## src/rtl/addr_req_arbiter.sv

```systemverilog
// Round-robin read-address arbiter: M masters share one address bus into N slaves.
// Holds at most one outstanding request and flags addresses that decode past the last slave.
module addr_req_arbiter #(
  parameter int unsigned M           = 2,
  parameter int unsigned N           = 2,
  parameter int unsigned ADDR_WIDTH  = 32,
  parameter int unsigned ID_WIDTH    = 4,
  parameter int unsigned SLV_SEL_LSB = 28,
  parameter int unsigned LOG_M       = (M > 1) ? $clog2(M) : 1,
  parameter int unsigned LOG_N       = (N > 1) ? $clog2(N) : 1
) (
  input  logic                  clk,
  input  logic                  rst,
  input  logic [M-1:0]          m_axi_arvalid,
  output logic [M-1:0]          m_axi_arready,
  input  logic [ID_WIDTH-1:0]   m_axi_arid    [M],
  input  logic [ADDR_WIDTH-1:0] m_axi_araddr  [M],
  input  logic [7:0]            m_axi_arlen   [M],
  input  logic [2:0]            m_axi_arsize  [M],
  input  logic [1:0]            m_axi_arburst [M],
  output logic [M-1:0]          busARVld_o,
  input  logic [N-1:0]          busARRdy_i,
  output logic [ADDR_WIDTH-1:0] busARAddr_o,
  output logic [ID_WIDTH-1:0]   busARId_o,
  output logic [7:0]            busARLen_o,
  output logic [2:0]            busARSz_o,
  output logic [1:0]            busARBurst_o,
  output logic [LOG_M-1:0]      busARSrc_o,
  output logic [LOG_N-1:0]      busARDst_o,
  output logic                  dec_err_o,
  output logic [LOG_M-1:0]      dec_err_src_o
);

  localparam logic [0:0] StIdle = 1'b0;
  localparam logic [0:0] StBusy = 1'b1;

  logic [0:0]            r_state;
  logic [LOG_M-1:0]      r_last_grant;
  logic [ADDR_WIDTH-1:0] r_addr;
  logic [ID_WIDTH-1:0]   r_id;
  logic [7:0]            r_len;
  logic [2:0]            r_size;
  logic [1:0]            r_burst;
  logic [LOG_M-1:0]      r_src;
  logic [LOG_N-1:0]      r_dst;
  logic                  r_dec_err;
  logic [LOG_M-1:0]      r_dec_err_src;

  logic                  w_grant_vld;
  logic [LOG_M-1:0]      w_grant_idx;
  logic [LOG_N-1:0]      w_sel;
  logic                  w_sel_ok;
  logic [M-1:0]          w_arready;
  logic [M-1:0]          w_bus_vld;

  // Search starts one past the previous winner and wraps, so every requester is served in turn.
  always_comb begin
    int unsigned v_idx;
    w_grant_vld = 1'b0;
    w_grant_idx = '0;
    v_idx       = 0;
    for (int unsigned i = 0; i < M; i++) begin
      v_idx = (32'(r_last_grant) + 1 + i) % M;
      if (!w_grant_vld && m_axi_arvalid[v_idx]) begin
        w_grant_vld = 1'b1;
        w_grant_idx = LOG_M'(v_idx);
      end
    end
  end

  always_comb begin
    w_sel    = m_axi_araddr[w_grant_idx][SLV_SEL_LSB +: LOG_N];
    w_sel_ok = (32'(w_sel) < N);
  end

  always_comb begin
    w_arready = '0;
    if (!rst && (r_state == StIdle) && w_grant_vld) begin
      w_arready[w_grant_idx] = 1'b1;
    end
  end

  always_comb begin
    w_bus_vld = '0;
    if (r_state == StBusy) begin
      w_bus_vld[r_src] = 1'b1;
    end
  end

  always_ff @(posedge clk) begin
    if (rst) begin
      r_state       <= StIdle;
      r_last_grant  <= LOG_M'(M - 1);
      r_addr        <= '0;
      r_id          <= '0;
      r_len         <= '0;
      r_size        <= '0;
      r_burst       <= '0;
      r_src         <= '0;
      r_dst         <= '0;
      r_dec_err     <= 1'b0;
      r_dec_err_src <= '0;
    end else begin
      r_dec_err <= 1'b0;
      unique case (r_state)
        StIdle: begin
          if (w_grant_vld) begin
            r_addr       <= m_axi_araddr[w_grant_idx];
            r_id         <= m_axi_arid[w_grant_idx];
            r_len        <= m_axi_arlen[w_grant_idx];
            r_size       <= m_axi_arsize[w_grant_idx];
            r_burst      <= m_axi_arburst[w_grant_idx];
            r_src        <= w_grant_idx;
            r_dst        <= w_sel;
            r_last_grant <= w_grant_idx;
            if (w_sel_ok) begin
              r_state <= StBusy;
            end else begin
              // Request is swallowed; only the error pulse reports it.
              r_dec_err     <= 1'b1;
              r_dec_err_src <= w_grant_idx;
            end
          end
        end
        StBusy: begin
          if (busARRdy_i[r_dst]) begin
            r_state <= StIdle;
          end
        end
        default: r_state <= StIdle;
      endcase
    end
  end

  assign m_axi_arready = w_arready;
  assign busARVld_o    = w_bus_vld;
  assign busARAddr_o   = r_addr;
  assign busARId_o     = r_id;
  assign busARLen_o    = r_len;
  assign busARSz_o     = r_size;
  assign busARBurst_o  = r_burst;
  assign busARSrc_o    = r_src;
  assign busARDst_o    = r_dst;
  assign dec_err_o     = r_dec_err;
  assign dec_err_src_o = r_dec_err_src;

endmodule
```

## config.mk

```make
export PLATFORM = sky130hd
export DESIGN_NAME = addr_req_arbiter
export DESIGN_NICKNAME = d
export VERILOG_FILES = /design/src/rtl/addr_req_arbiter.sv
export SDC_FILE = /design/constraint.sdc
export NUM_CORES = 1
export LEC_CHECK = 0
export ABC_AREA = 0
export CORE_MARGIN = 1.5
export CORE_UTILIZATION = 40
export DETAILED_ROUTE_END_ITERATION = 7
export PLACE_DENSITY = 0.94
export SETUP_SLACK_MARGIN = 0.15
export SLEW_MARGIN = 30
export SYNTH_ARGS = -nofsm -noshare
export SYNTH_HDL_FRONTEND = slang
export SYNTH_SLANG_ARGS = --single-unit
```

## constraint.sdc

```tcl
create_clock -name clk -period 2.05 [get_ports clk]
set_clock_uncertainty 0.05 [all_clocks]
set_input_delay 0.205 -clock clk [delete_from_list [all_inputs] [get_ports clk]]
set_output_delay 0.205 -clock clk [all_outputs]
set_load 0.005 [all_outputs]
```

After elaboration in Yosys (flattened, before gate mapping)

Index checks and enable logic that the tools add are counted.

$add $sub $neg: 2
Order comparisons: 8
Mux-type cells: 34
Bitwise gates (word level): 2
Reduce and logical (&&, ||, !) cells: 8

Operators with widths:

| operator                                                                      | count |
|---|---|
| 32-bit 2-to-1 mux                                                             | 3 |
| 8-bit 2-to-1 mux                                                              | 3 |
| 1-bit 2-to-1 mux                                                              | 14 |
| 4-bit 2-to-1 mux                                                              | 3 |
| 1-bit by 2-bit less-than comparator with 1-bit output (second input constant) | 5 |
| 2-bit 2-to-1 mux                                                              | 5 |
| 3-bit 2-to-1 mux                                                              | 3 |
| 1-bit logical AND                                                             | 5 |
| 1-bit adder (second input constant)                                           | 2 |
| 1-bit demux with 1-bit select                                                 | 2 |
| 1-bit >= comparator (second input constant)                                   | 2 |
| 2-bit >= comparator (second input constant)                                   | 1 |
| 1-bit zero test                                                               | 2 |
| 1-bit NOT with 2-bit output                                                   | 1 |
| 1-bit one-hot mux with 2 select lines                                         | 1 |
| 2-bit AND reduction                                                           | 1 |
| 1-bit NOT                                                                     | 1 |

Register bits: 53
Input bits: 104
Output and inout port bits: 57
Logic and storage cells: 63

Logic depth before layout (Yosys ltp)

Gate-level depths: netlist of run 1.

Depth in word-level cells: 12
Gate-level depth with buffers: 5

Worst setup path after synthesis of run 1

No wires, ideal clock.

Kind: reg2reg
Start point: register r_state
End point: register r_addr[0] (netlist: busARAddr_o[0])
Data arrival time: 0.989 ns
Required time: 1.854 ns
Setup slack: 0.865 ns
Cell stages (with the launch flop): 6
Path buffers: 2
Clock period less this slack: 1.185 ns
Cells stage by stage: dfxtp_1 o21ba_1 buf_2 buf_4 nor2_1 a211oi_2

Word-level cells in the longest chain between the ends: 2

RTL lines:

| element                       | RTL line | text |
|---|---|---|
| start, declared               | 37       | `logic [0:0] r_state;` |
| start signal, assigned        | 92       | `r_state <= StIdle;` |
| start signal, assigned        | 117      | `r_state <= StBusy;` |
| start signal, assigned        | 127      | `r_state <= StIdle;` |
| 1-bit NOT (no line)           | --       |  |
| 2-bit AND reduction (no line) | --       |  |
| end signal, assigned          | 108      | `r_addr <= m_axi_araddr[w_grant_idx];` |
| end, declared                 | 39       | `logic [ADDR_WIDTH-1:0] r_addr;` |

Every way passes these cells.
A chain may end at the register's enable or synchronous reset.

Worst setup path after layout of run 1

Start point: register r_last_grant
End point: output port m_axi_arready[1]

Word-level cells in the longest chain between the ends: 12
Elaborated cells on any way between the ends: 19

RTL lines:

| element                                                                                                            | RTL line | text |
|---|---|---|
| start, declared                                                                                                    | 38       | `logic [LOG_M-1:0] r_last_grant;` |
| start signal, assigned                                                                                             | 93       | `r_last_grant <= LOG_M'(M - 1);` |
| start signal, assigned                                                                                             | 115      | `r_last_grant <= w_grant_idx;` |
| 1-bit adder (*)                                                                                                    | 63       | `v_idx = (32'(r_last_grant) + 1 + i) % M;` |
| 1-bit 2-to-1 mux (not written as such) (2 in series)                                                               | 64       | `if (!w_grant_vld && m_axi_arvalid[v_idx]) begin` |
| 1-bit 2-to-1 mux                                                                                                   | 64       |  |
| 1-bit zero test                                                                                                    | 64       |  |
| 1-bit logical AND                                                                                                  | 64       |  |
| 1-bit 2-to-1 mux                                                                                                   | 64       |  |
| 1-bit by 2-bit less-than comparator with 1-bit output (not written as such) or 1-bit >= comparator (tied branches) | 79       | `w_arready[w_grant_idx] = 1'b1;` |
| 1-bit logical AND (not written as such)                                                                            | 79       |  |
| 1-bit 2-to-1 mux (not written as such)                                                                             | 79       |  |
| 1-bit demux with 1-bit select                                                                                      | 79       |  |
| 2-bit 2-to-1 mux (*)                                                                                               | 78       | `if (!rst && (r_state == StIdle) && w_grant_vld) begin` |
| end, declared                                                                                                      | 15       | `output logic [M-1:0] m_axi_arready,` |

Every way passes the cells marked *; elsewhere a longest branch is shown, timed or not. The select of a mux whose other input is x is not followed.

==> results.md, run 1 <==
* Max_cap viols at 0
* Arrival @ worst endpoint at 1.54 ns
* GRT Util Overall at 21.6%
* Final Setup Violations at 0
* Routed wire length at 7840 um
* Starting density of the core at 41.4%
* R2R setup slack at 0.48 ns
* Reg2Reg Launch Point: r_state
* Critical Path RT at 1.79 ns
* Max Root-Sink Buffers at 2
* Top Ports at 161
* Die Span Y at 84.1 um
* Max VDD drop at 0.000363 V
* Layout Nets at 543
* GR Overflow Total at 0
* Layout Cells excl Fill at 514
* Status: finished, final reports clean
* Final Cycle Share at 87.5%
* Max Slew Vio Count at 0
* Slowest stage delay, CP at 0.54 ns
* Most frequent cells in the layout: 155 x clkdlybuf4s50_1, 51 x nor2_1, 51 x dfxtp_1
* Vias post-DR at 2,726
* Pin count of the biggest net entering global routing at 51
* Drt via density at 5.30
* R2R depth at 4
* PnR worst setup slack at 0.256 ns
* TritonCTS Buffers at 5
* Power consumption at 2.64 mW
* Commonest non-fill, non-tap cell in the layout: clkdlybuf4s50_1
* Post-Place Worst Slack at 0.0134 ns
* Crit-path slowest cell: clkdlybuf4s50_1
* Synthesized area at 2630 um2
* Sink Count at 52
* Leak at 1.61 nW
* Library cells used by synthesis at 25
* Async SR Flop Fraction at 0%
* 1st-pass router iterations at 4
* Row count at 29
* Worst setup SP type: flop
* # DRC at 0
* Crit path max-delay family: buffers and inverters
* Initial antenna violation count at 0
* Die area at 7070 um2
* H-tree depth at 2
* CTS tree: built
* Final min period at 1.79 ns
* Endpoints failing hold at 0
* Worst-skew pair later-pin latency at 0.29 ns
* Final HPWL DP at 5620 um
* Vias in the first global route at 2,769
* Number of enable flip-flop cells after synthesis at 0
* Diodes inserted at 0
* Inst Count DP at 509
* Worst-path clk slew at 0.09 ns
* IO buf count at 158
* Root buf cell: clkbuf_8
* Initial DRC count at 69
* Max_slew headroom at 63.7%
* Part of the Yosys area used for sequential elements at 39.6%
* WHS Endpoint: busARBurst_o[0]
* Hold Crit Class: primary input to flop
* CP Cell Sequence: a21bo_1 -> nor3_2 -> clkdlybuf4s50_1
* Syn Area/Cell at 8.88 um2
* Yosys warns at 0
* PwrDens at 625 nW/um2
* Routed WL per cell at 15.2 um
* RD Place Congestion at 0.779
* Syn Inst Count at 296
* Min-delay src: m_axi_arburst[2]
* First-pass GRT wire length at 12,500 um
* CP Buf/Inv Count at 1
* Share of cells above drive strength 1 at 15.8%
* Die width at 84.1 um
* RSZ-0062 raised after global routing: no
* CP max FO at 4
* Area grow syn2layout at 60.4%
* Primary flip-flop cell chosen by synthesis mapping: dfxtp_1
* Core box area at 6350 um2
* FF-to-FF End: busARAddr_o[13]
* Critical path class: flop to output pin
* Worst hold stages at 3
* Worst-margin pin slew at 0.545 ns
* Max frequency at 558 MHz
* Detail Route Antenna Nets at 0
* Crit. End Element: output pin
* Seq cells post-synth at 52
[cell type report]
type,instances,area [um2]
Clock buffer,5,68.8
Fill cell,512,2130
Timing Repair Buffer,166,1630
Multi-Input combinational cell,214,1380
Sequential cell,52,1040
Tap cell,77,96.3
[where the power goes]
| part | internal [mW] | switching [mW] |
|---|---|---|
| registers | 1.12 | 0.0660 |
| clock network | 0.221 | 0.310 |
| logic | 0.527 | 0.391 |
[worst max-delay path by stage]
stage	startpoint	end	slack, ns	cells after the start
after detailed placement	m_axi_arvalid[1]	m_axi_arready[1]	0.01	4
after global routing	r_state	m_axi_arready[0]	0.16	3
final	r_last_grant	m_axi_arready[1]	0.26	3
after floorplan	r_state	busARAddr_o[0]	0.86	5
after global placement	m_axi_arvalid[1]	m_axi_arready[1]	-0.02	4
after CTS	r_last_grant	m_axi_arready[1]	0.16	3
[sequential cells by signal, summed over array words and instances, names as in the netlist]
signal / cells
busARAddr_o: 32
busARBurst_o: 2
busARId_o: 4
busARLen_o: 8
busARSrc_o: 1
busARSz_o: 3
r_last_grant: 1
r_state: 1
[synth_stat cells, types with 2 or more instances]
cell       n  area [um2]
dfxtp_1   52        1040
buf_4     13        97.6
a211oi_2  49         613
nor3_1     2        10.0
a21oi_1   49         245
clkbuf_1   5        18.8
buf_6      6        67.6
nand2_1   49         184
buf_2      5        25.0
nor2_1    51         191
[kinds of logic after synthesis]
group	Yosys count	synth area share (%)
simple gates	106	15.7
compound gates	105	35.8
flops	52	39.6
buf+inv	31	8.38
mux	1	0.381
other cells	1	0.143
[per-layer routing]
metal  vias up  track usage, %  share of wire [%]
met3        15            7.02                9.0
met2       123            38.2                 49
met5         -               0                  0
li1       1301               -                  -
met1      1287            25.1                 41
met4         0            5.22                1.8
[metrics by stage]
stage / hold slack [ns] / util (%) / cell area [um2] / TNS, ns
2_1_floorplan: 0.313 / - / 2630 / 0
3_3_place_gp: 0.465 / 65.3 / 4150 / -0.0171
3_5_place_dp: 0.477 / 65.3 / 4150 / 0
4_1_cts: 0.416 / 66.3 / 4210 / 0
5_1_grt: 0.421 / 66.4 / 4220 / 0
6_report: 0.421 / 66.4 / 4220 / 0
[tightest hold or removal path, cell delays in order]
cell,delay (ns)
clkdlybuf4s50_1,0.39
nand2_1,0.07
a211oi_2,0.06
[what timing repair did]
action                                  CTS  global route
hold buffers                              0             0
buffers inserted                          0             0
endpoints found under the setup margin    2             2
resized for setup                         2             2
Power figures use the tool's default switching activity.
==> inputs of run 2 (changes only) <==
--- a/config.mk
+++ b/config.mk
@@ -10,6 +10,7 @@
 export CORE_UTILIZATION = 40
 export DETAILED_ROUTE_END_ITERATION = 7
 export PLACE_DENSITY = 0.94
+export RECOVER_POWER = 100
 export SETUP_SLACK_MARGIN = 0.15
 export SLEW_MARGIN = 30
 export SYNTH_ARGS = -nofsm -noshare
==> run 2 against run 1 <==
Sequential cell count unchanged; worst hold slack worse by 0.0060 ns; routed wire length about the same; design area down 1.3%.
==> results.md, run 2 (synthesized netlist as in run 1, its figures left out) <==
* Top Ports at 161 (unchanged)
* Area grow syn2layout at 58.4%
* Post-Place Worst Slack at 0.0134 ns (unchanged)
* Final core occ at 65.6% (-0.87 points)
* Worst setup SP type: flop
* Crit. End Element: output pin
* Final min period at 1.85 ns (+0.0551 ns)
* RD Place Congestion at 0.779 (unchanged)
* Max_cap viols at 0 (unchanged)
* Core box area at 6350 um2 (unchanged)
* CP max FO at 4 (unchanged)
* Worst-skew pair later-pin latency at 0.29 ns (about the same)
* Diodes inserted at 0 (unchanged)
* Layout Nets at 543 (unchanged)
* Routed wire length at 7840 um (about the same)
* Leak at 1.70 nW (+6.2%)
* Vias post-DR at 2,724 (-0.073%)
* Die width at 84.1 um (unchanged)
* Fillers at 524 (+2.3%)
* Sink Count at 52 (unchanged)
* Max VDD drop at 0.000351 V (-3.3%)
* Worst-margin pin slew at 0.585 ns (+0.0400 ns)
* GR Overflow Total at 0 (unchanged)
* IO buf count at 158 (unchanged)
* Die area at 7070 um2 (unchanged)
* Share of cells above drive strength 1 at 13.5% (-2.3 points)
* Detail Route Antenna Nets at 0 (unchanged)
* Multi-input gate area at 1330 um2 (-3.7%)
* Max Slew Vio Count at 0 (unchanged)
* Commonest non-fill, non-tap cell in the layout: clkdlybuf4s50_1
* Final Setup Violations at 0 (unchanged)
* Critical path class: flop to output pin
* Power consumption at 2.56 mW (-2.8%)
* Drt via density at 5.30 (about the same)
* Most frequent cells in the layout: 102 x clkdlybuf4s50_1, 53 x dlygate4sd3_1, 52 x dfxtp_1, 51 x nor2_1
* Post-layout instance area at 4160 um2 (-1.3%)
* Max Root-Sink Buffers at 2 (unchanged)
* Area after DPL at 4150 um2 (unchanged)
* Layout Cells excl Fill at 514 (unchanged)
* Hold_buf cts at 0 (unchanged)
* Sequential cell area at 1040 um2 (-0.12%)
* Max_slew headroom at 61.0% (-2.7 points)
* CTS tree: built
* Die Span Y at 84.1 um (unchanged)
* Hold Crit Class: primary input to flop
* Initial DRC count at 59 (-14%)
* Final Cycle Share at 90.2% (+2.7 points)
* Critical Path RT at 1.79 ns (about the same)
* Routed WL per cell at 15.3 um (about the same)
* Hold slack at 0.415 ns (-0.00598 ns)
* TritonCTS Buffers at 5 (unchanged)
* Sum Neg Setup Slack at 0 ns (unchanged)
* Vias in the first global route at 2,769 (unchanged)
* Worst-path clk slew at 0.09 ns (about the same)
* Final HPWL DP at 5620 um (unchanged)
* Starting density of the core at 41.4% (unchanged)
* First-pass GRT wire length at 12,500 um (unchanged)
* GRT Util Overall at 21.6% (unchanged)
* # DRC at 0 (unchanged)
* Max reg flops at 32 (unchanged)
* Status: finished, final reports clean
* Initial antenna violation count at 0 (unchanged)
* Pin count of the biggest net entering global routing at 51 (unchanged)
* RSZ-0062 raised after global routing: no
* Max frequency at 541 MHz (-3.0%)
* Inst Count DP at 509 (unchanged)
* PwrDens at 615 nW/um2 (-1.5%)
* 1st-pass router iterations at 4 (unchanged)
* Root buf cell: clkbuf_8
* Row count at 29 (unchanged)
* PnR worst setup slack at 0.201 ns (-0.0551 ns)
* H-tree depth at 2 (unchanged)
* Endpoints failing hold at 0 (unchanged)
* Arrival @ worst endpoint at 1.59 ns (+0.05 ns)
run 2: changes by cell type in the layout (fill, tap and decap cells not counted), sizes merged:
| cell | before | now |
|---|---|---|
| clkdlybuf4s50 | 155 | 102 |
| clkbuf | 5 | 7 |
| buf | 9 | 7 |
| dlygate4sd3 | 0 | 53 |
run 2: layout make-up:
cell class,count,area share [%]
Sequential cell,52,25.0
Clock buffer,5,1.65
Multi-Input combinational cell,214,31.8
Tap cell,77,2.31
Timing Repair Buffer,166,39.2
run 2: path summary, 6_finish.rpt:
check | from | end | slack (ns) | cells past startpoint
max | r_last_grant | m_axi_arready[1] | 0.20 | 3
min | m_axi_araddr[58] | busARAddr_o[26] | 0.41 | 3
max reg2reg | r_state | busARAddr_o[19] | 0.25 | 4
min reg2reg | busARAddr_o[16] | busARAddr_o[16] | 0.46 | 2
run 2: where the power goes:
part	total [mW]	internal [mW]	leakage (nW)	switching [mW]
Sequential	1.18	1.12	0.432	0.0609
Combinational	0.858	0.477	1.24	0.381
Clock	0.523	0.221	0.0359	0.302
Total	2.56	1.82	1.70	0.744
run 2: routing by layer:
metal	vias to the layer above	wire (um)	global-route usage (%)	part of all wire (%)
met1	1297	3210	25.1	41
met4	0	121	5.22	1.5
met5	-	0	0	0
li1	1304	-	-	-
met3	12	669	7.02	8.5
met2	111	3840	38.2	49
run 2: worst max-delay path, stage by stage, from the launching register on:
cell and delay, ns:
dfxtp_1 0.37, a21bo_1 0.21, nor3_2 0.12, dlygate4sd3_1 0.61
run 2: what timing repair did:
action                                 CTS  global route
setup endpoints to repair                2             2
gates cloned                             0             0
gates resized for setup                  2             2
buffers inserted                         0             0
endpoints found under the hold margin    0             0
pin swaps                                0             0
